===== config.mk =====
export PLATFORM = sky130hd
export DESIGN_NAME = product_accumulator_flat
export DESIGN_NICKNAME = d
export VERILOG_FILES = /design/src/rtl/product_accumulator_if.sv /design/src/rtl/product_accumulator.sv /design/src/flat_wrapper.sv
export SDC_FILE = /design/constraint.sdc
export NUM_CORES = 1
export LEC_CHECK = 0
export ABC_AREA = 1
export CAP_MARGIN = 20
export CORE_MARGIN = 4
export CORE_UTILIZATION = 35
export DETAILED_ROUTE_END_ITERATION = 16
export HOLD_SLACK_MARGIN = 0.05
export PLACE_DENSITY = 0.66
export RECOVER_POWER = 25
export SLEW_MARGIN = 10
export SYNTH_ARGS = -nofsm -noshare
export SYNTH_HDL_FRONTEND = slang
export SYNTH_SLANG_ARGS = --single-unit

===== constraint.sdc =====
create_clock -name clk -period 5.8 [get_ports clk]
set_input_delay 1.74 -clock clk [delete_from_list [all_inputs] [get_ports clk]]
set_output_delay 1.74 -clock clk [all_outputs]
set_load 0.05 [all_outputs]

===== src/rtl/product_accumulator_if.sv =====
// Handshake bundle between a product source, the accumulator and the result consumer.
interface product_accumulator_if #(
  parameter int unsigned PW = 16,
  parameter int unsigned AW = 24
);
  logic          in_valid;
  logic          in_ready;
  logic [PW-1:0] product;
  logic          out_valid;
  logic          out_ready;
  logic [AW-1:0] sum;
  logic          overflow;

  // Source/consumer side
  modport master (
    output in_valid, product, out_ready,
    input  in_ready, out_valid, sum, overflow
  );

  // Accumulator side
  modport slave (
    input  in_valid, product, out_ready,
    output in_ready, out_valid, sum, overflow
  );
endinterface


===== src/rtl/product_accumulator.sv =====
// Sums each group of CNT accepted unsigned products and holds the result until consumed.
module product_accumulator #(
  parameter int unsigned PW  = 16,
  parameter int unsigned CNT = 4,
  parameter int unsigned AW  = 24
) (
  input  logic                   clk,
  input  logic                   rst,
  input  logic                   clear,
  product_accumulator_if.slave   bus
);

  localparam int unsigned CW = (CNT > 1) ? $clog2(CNT) : 1;

  typedef enum logic {
    ACC  = 1'b0,
    HOLD = 1'b1
  } state_t;

  state_t        state_q, state_d;
  logic [AW-1:0] acc_q, acc_d;
  logic [CW-1:0] count_q, count_d;
  logic          ovf_int_q, ovf_int_d;
  logic [AW-1:0] sum_q, sum_d;
  logic          ovf_q, ovf_d;

  logic [PW-1:0] product_c;
  logic [AW:0]   add_c;
  logic          in_ready_c;
  logic          accept_c;

  // One extra bit on the adder exposes the carry out of the accumulator
  always_comb begin
    product_c  = bus.product;
    add_c      = {1'b0, acc_q} + (AW+1)'(product_c);
    in_ready_c = (state_q == ACC) && !clear;
    accept_c   = bus.in_valid && in_ready_c;
  end

  // Next-state and datapath update; clear aborts the group in either state
  always_comb begin
    state_d   = state_q;
    acc_d     = acc_q;
    count_d   = count_q;
    ovf_int_d = ovf_int_q;
    sum_d     = sum_q;
    ovf_d     = ovf_q;
    if (clear) begin
      state_d   = ACC;
      acc_d     = '0;
      count_d   = '0;
      ovf_int_d = 1'b0;
    end else begin
      case (state_q)
        ACC: begin
          if (accept_c) begin
            acc_d     = add_c[AW-1:0];
            ovf_int_d = ovf_int_q | add_c[AW];
            if (count_q == CW'(CNT - 1)) begin
              sum_d   = add_c[AW-1:0];
              ovf_d   = ovf_int_q | add_c[AW];
              state_d = HOLD;
            end else begin
              count_d = count_q + CW'(1);
            end
          end
        end
        HOLD: begin
          if (bus.out_ready) begin
            acc_d     = '0;
            count_d   = '0;
            ovf_int_d = 1'b0;
            state_d   = ACC;
          end
        end
        default: state_d = ACC;
      endcase
    end
  end

  // State and datapath registers with synchronous reset
  always_ff @(posedge clk) begin
    if (rst) begin
      state_q   <= ACC;
      acc_q     <= '0;
      count_q   <= '0;
      ovf_int_q <= 1'b0;
      sum_q     <= '0;
      ovf_q     <= 1'b0;
    end else begin
      state_q   <= state_d;
      acc_q     <= acc_d;
      count_q   <= count_d;
      ovf_int_q <= ovf_int_d;
      sum_q     <= sum_d;
      ovf_q     <= ovf_d;
    end
  end

  assign bus.in_ready  = in_ready_c;
  assign bus.out_valid = (state_q == HOLD);
  assign bus.sum       = sum_q;
  assign bus.overflow  = ovf_q;

endmodule


===== src/flat_wrapper.sv =====
// flat-port wrapper written by rule: the top's interface ports become plain ports
module product_accumulator_flat 
#(
  parameter int unsigned PW  = 16,
  parameter int unsigned CNT = 4,
  parameter int unsigned AW  = 24
)
  (clk, rst, clear, bus_in_valid, bus_product, bus_out_ready, bus_in_ready, bus_out_valid, bus_sum, bus_overflow);
  product_accumulator_if #(.PW(PW), .AW(AW)) bus_i ();
  input  logic clk;
  input  logic rst;
  input  logic clear;
  input wire logic [$bits(bus_i.in_valid)-1:0] bus_in_valid;
  input wire logic [$bits(bus_i.product)-1:0] bus_product;
  input wire logic [$bits(bus_i.out_ready)-1:0] bus_out_ready;
  output wire logic [$bits(bus_i.in_ready)-1:0] bus_in_ready;
  output wire logic [$bits(bus_i.out_valid)-1:0] bus_out_valid;
  output wire logic [$bits(bus_i.sum)-1:0] bus_sum;
  output wire logic [$bits(bus_i.overflow)-1:0] bus_overflow;
  assign bus_i.in_valid = bus_in_valid;
  assign bus_i.product = bus_product;
  assign bus_i.out_ready = bus_out_ready;
  assign bus_in_ready = bus_i.in_ready;
  assign bus_out_valid = bus_i.out_valid;
  assign bus_sum = bus_i.sum;
  assign bus_overflow = bus_i.overflow;
  product_accumulator #(.PW(PW), .CNT(CNT), .AW(AW)) u_core (.clk(clk), .rst(rst), .clear(clear), .bus(bus_i));
endmodule

# Word level (Yosys, flattened, before mapping)
# Cells that the tools add are included.
totals:
  in_bits: 21
  out_inout_bits: 27
  wordCells: 36
  ff_bits: 53
classes:
  n_eq_ne: 4
  mux: 14
  n_reduce_logical: 7
  n_bitwise: 3
  addsub: 2
op_table:
  columns: ["op", "n"]
  rows:
  - ["$mux W24", 2]
  - ["$pmux W24 S2", 1]
  - ["$add A24 B16 Y25", 1]
  - ["$mux W2", 3]
  - ["$mux W1", 5]
  - ["$ne A2 B2 Y1 const B", 2]
  - ["$pmux W1 S2", 2]
  - ["$pmux W2 S2", 1]
  - ["$reduce_and A4 Y1", 1]
  - ["$reduce_and A3 Y1", 1]
  - ["$add A2 B1 Y2 const B", 1]
  - ["$eq A2 B2 Y1 const B", 1]
  - ["$logic_and A1 B1 Y1", 2]
  - ["$ne A2 B1 Y1 const B", 1]
  - ["$not A1 Y1", 2]
  - ["$reduce_and A2 Y1", 1]
  - ["$reduce_or A2 Y1", 1]
  - ["$logic_not A1 Y1", 1]
  - ["$or A1 B1 Y1", 1]

# Logic depth before layout (Yosys ltp)
depth:
  word_depth: 5
  depth_mapped: 16
  ltp_nobuf: 16

# Worst setup path after synthesis
# No wires, ideal clock.
synth_timing:
  kind: "input -> output"
  startpoint: "in clear"
  endpoint: "out bus_in_ready"
  stages: 1
  slack_ns: 1.876
  path_buffers: 0
  arrival_time_ns: 2.184
  path_cell_list: "nor2_2"
synth_via:
  elab_chain_cells: 2
synth_lines:
  columns: ["element", "line_no", "text"]
  rows:
  - ["from (decl)", "flat_wrapper.sv:12", "input logic clear;"]
  - ["$logic_not A1 Y1", "product_accumulator.sv:36", "in_ready_c = (state_q == ACC) && !clear;"]
  - ["$logic_and A1 B1 Y1", "product_accumulator.sv:36", null]
  - ["to (decl)", "flat_wrapper.sv:16", "output wire logic [$bits(bus_i.in_ready)-1:0] bus_in_ready;"]
# No other way between the ends.

# Worst setup path after layout
# Same ends and word-level chain as after synthesis.

==> flow_summary.yaml <==
run_status:
  status: "complete, no violations"
worst_setup_path:
  path_max_fanout: 2
  worst_r2r_endpoint: "u_core.bus.sum[3]"
  cp-end-kind: "primary output"
  critPathRequiredTime_ps: 4060
  timing.setup.critical_path_class: "in -> out"
  worst-endpoint-arrival_ps: 3170
  timing.critical_path.slowest_stage_cell: "sky130_fd_sc_hd__clkdlybuf4s50_1"
  reg_to_reg_critical_path_startpoint: "u_core.bus.out_valid"
  crit_chain: "clkdlybuf4s50_1 > nor2_1 > clkdlybuf4s50_1"
  buf_inv_stages_crit_path: 2
  slowest_delay_ps: 830
  setup.worst_path.start_class: "input port"
  reg2reg_slack_ps: 3510
  r2r_worst_path_depth: 6
  crit_path_frequent_cell: "sky130_fd_sc_hd__clkdlybuf4s50_1"
  critical_path.top_delay_family: "buffers and inverters"
place:
  port_buffers: 47
  dp_hpwl_mm: 6.992
  postPlaceCellArea_um2: 4086
  finalWeightedCongestion: 0.9292
run:
  max_cap_viol_count: 0
floorplanning:
  overall_die_area_um2: 11670
  floorplan.io_pins: 48
  core_area_um2: 9774
  floorplan.rows: 36
  chip_width_um: 108.0
  initial_core_utilization: 0.3582
  chipHeight_um: 108.0
final_layout:
  final_design_area_no_fill_um2: 4182
  finalCoreUtilization: 0.4278
  nets: 645
  final_common_cell: "sky130_fd_sc_hd__nand2_1"
  layout.cells.most_common_list: "202 x sky130_fd_sc_hd__nand2_1, 96 x sky130_fd_sc_hd__inv_1, 53 x sky130_fd_sc_hd__dfxtp_1"
  n_antenna_cell: 0
  num-fill-cells: 1029
  drive_above_1_share: 0.05107
  area.growth.synth_to_final_pct: 19.44
grt:
  grt_first_pass_wirelength_mm: 14.89
  grt_antenna_before_repair: 0
  first_global_vias: 3264
  grt_start_max_net_pins: 26
  grt_overflow_total: 0
  grt_util_all_layers: 0.1570
cts:
  clock_tree.root_cell: "sky130_fd_sc_hd__clkbuf_8"
  cts_tree: "built"
  tritoncts.num_buffers: 5
  cts_num_sinks: 53
  post_cts_resized: 0
  cts.repair_timing.setup_buffer_count: 0
  clkLatencyLatePin_ps: 320
  max-clock-path-buffers: 2
  holdBufCountCts: 0
  htree_levels: 2
  cts.reportedPaths.clkPinSlew_ps: 110
synth:
  yosys_register_bits: 53
  mean_post_synth_cell_area_um2: 6.207
  yosysSeqAreaShare: 0.3031
  async_reset_ff_frac: 0
  yosysWarnings: 0
  synth.area.top_cells: "sky130_fd_sc_hd__dfxtp_1 30%, sky130_fd_sc_hd__nand2_1 22%, sky130_fd_sc_hd__inv_1 10%"
  synth_largest_area_cell: "sky130_fd_sc_hd__dfxtp_1"
  mappedNetlistArea_um2: 3501
  synth_flop_cell: "sky130_fd_sc_hd__dfxtp_1"
  synth.top_cell.area_share: 0.3031
  yosysUniqueCellTypes: 30
  number_of_enable_flip_flop_cells_after_synthesis: 0
  synthesis.nets: 603
  cell_count_after_synthesis: 564
sta:
  period_minus_slack_ps: 4907
  post-route-period-util: 0.8461
  final-hold-violation-count: 0
  grt_setup_unrepaired: "false"
  skew_ps: 10.95
  timing.final.max_slew_violations: 0
  timing.setup.tns_ps: 0
  clock.fmax_mhz: 203.8
  worst_pin_slew_ps: 1048
  setup_viol: 0
  worst_slew_margin_rel: 0.2986
routing:
  drt_drc_violations_left: 0
  drt-wirelength-per-cell_um: 12.23
  first_pass_iters: 5
  via_per_inst: 4.692
  postRouteWirelength_mm: 9.051
  antenna_left: 0
  vias: 3472
  dr_iter_0_viols: 172
hold_path:
  hold_depth: 2
  holdCritPathClass: "reg -> reg"
  min_from: "u_core.acc_q[5]"
  worst_hold_path.endpoint: "u_core.acc_q[5]"
power_and_ir_drop:
  static-leakage-power_nw: 2.114
  p_per_area_nw_per_um2: 168.4
  max-vdd-ir-drop_v: 0.0001253
==> metrics by stage <==
stage	setup WS [ps]	hold WS [ps]	instances	total power [mW]
3_5_place_dp	933.8	458.3	732	0.4769
5_1_grt	831.2	491.7	740	0.7355
3_3_place_gp	950.6	453.3	732	0.4759
2_1_floorplan	1876	442.7	564	0.4418
4_1_cts	924.0	478.3	740	0.7114
6_report	892.6	476.7	740	0.7042
==> state kept, by name (all words and copies together), names as in the netlist <==
name and count:
u_core.acc_q 24, u_core.bus.out_valid 1, u_core.bus.overflow 1, u_core.bus.sum 24, u_core.count_q 2, u_core.ovf_int_q 1
==> worst register-to-register path, cell delays in order (launching register included) <==
cell and delay [ps]:
sky130_fd_sc_hd__dfxtp_1 360, sky130_fd_sc_hd__nor2_1 180, sky130_fd_sc_hd__nand2_2 110, sky130_fd_sc_hd__nor2_1 800
sky130_fd_sc_hd__inv_1 430, sky130_fd_sc_hd__o21bai_1 260, sky130_fd_sc_hd__inv_1 50
==> cell usage after synthesis, types with 8 or more instances <==
master and number:
sky130_fd_sc_hd__nand2_1 202, sky130_fd_sc_hd__inv_1 96, sky130_fd_sc_hd__dfxtp_1 53, sky130_fd_sc_hd__a21oi_1 33
sky130_fd_sc_hd__nand3_1 31, sky130_fd_sc_hd__nor2_1 30, sky130_fd_sc_hd__ha_1 17, sky130_fd_sc_hd__o21ai_0 17
sky130_fd_sc_hd__nor2_2 10, sky130_fd_sc_hd__nand2_2 9, sky130_fd_sc_hd__o21bai_1 9, sky130_fd_sc_hd__buf_2 8
==> kinds of logic after synthesis <==
logic type               count (synthesis)  synth area share
XOR/XNOR                                 8           0.02002
AO/OA/AOI/OAI                           75            0.1254
AND/OR/NAND/NOR                        300            0.3642
adder cells (fa/ha/maj)                 18           0.06648
buffers and inverters                  110            0.1208
flip-flops                              53            0.3031
==> where the power goes <==
part	total (mW)	leakage (nW)	internal [mW]	switching, mW
Clock	0.235	0.0518	0.0995	0.135
Combinational	0.101	1.63	0.0362	0.0648
Sequential	0.369	0.428	0.367	0.00186
==> layout make-up <==
class / count / area, µm² / area share
clock buffer: 6 / 82.58 / 0.01975
clock inverter: 2 / 17.52 / 0.004189
inverter: 97 / 364.1 / 0.08707
multi-input combinational: 401 / 2012 / 0.4811
sequential: 53 / 1061 / 0.2537
tap: 133 / 166.4 / 0.03980
timing repair buffer: 48 / 478.0 / 0.1143
==> per-layer routing <==
metal / wire, µm / track usage / share of wire
met5: 0 / 0 / 0
met3: 318 / 0.01731 / 0.035
met2: 4178 / 0.2669 / 0.46
met4: 104 / 0.04418 / 0.011
met1: 4449 / 0.2108 / 0.49
==> worst max path at each step <==
stage / cells past startpoint / slack, ps / startpoint / end
floorplan: 1 / 1880 / clear / bus_in_ready
global placement: 3 / 950 / clear / bus_in_ready
detailed placement: 3 / 930 / clear / bus_in_ready
CTS: 3 / 920 / clear / bus_in_ready
global route: 3 / 830 / clear / bus_in_ready
finish: 3 / 890 / clear / bus_in_ready
(Power assumes the default switching activity.)
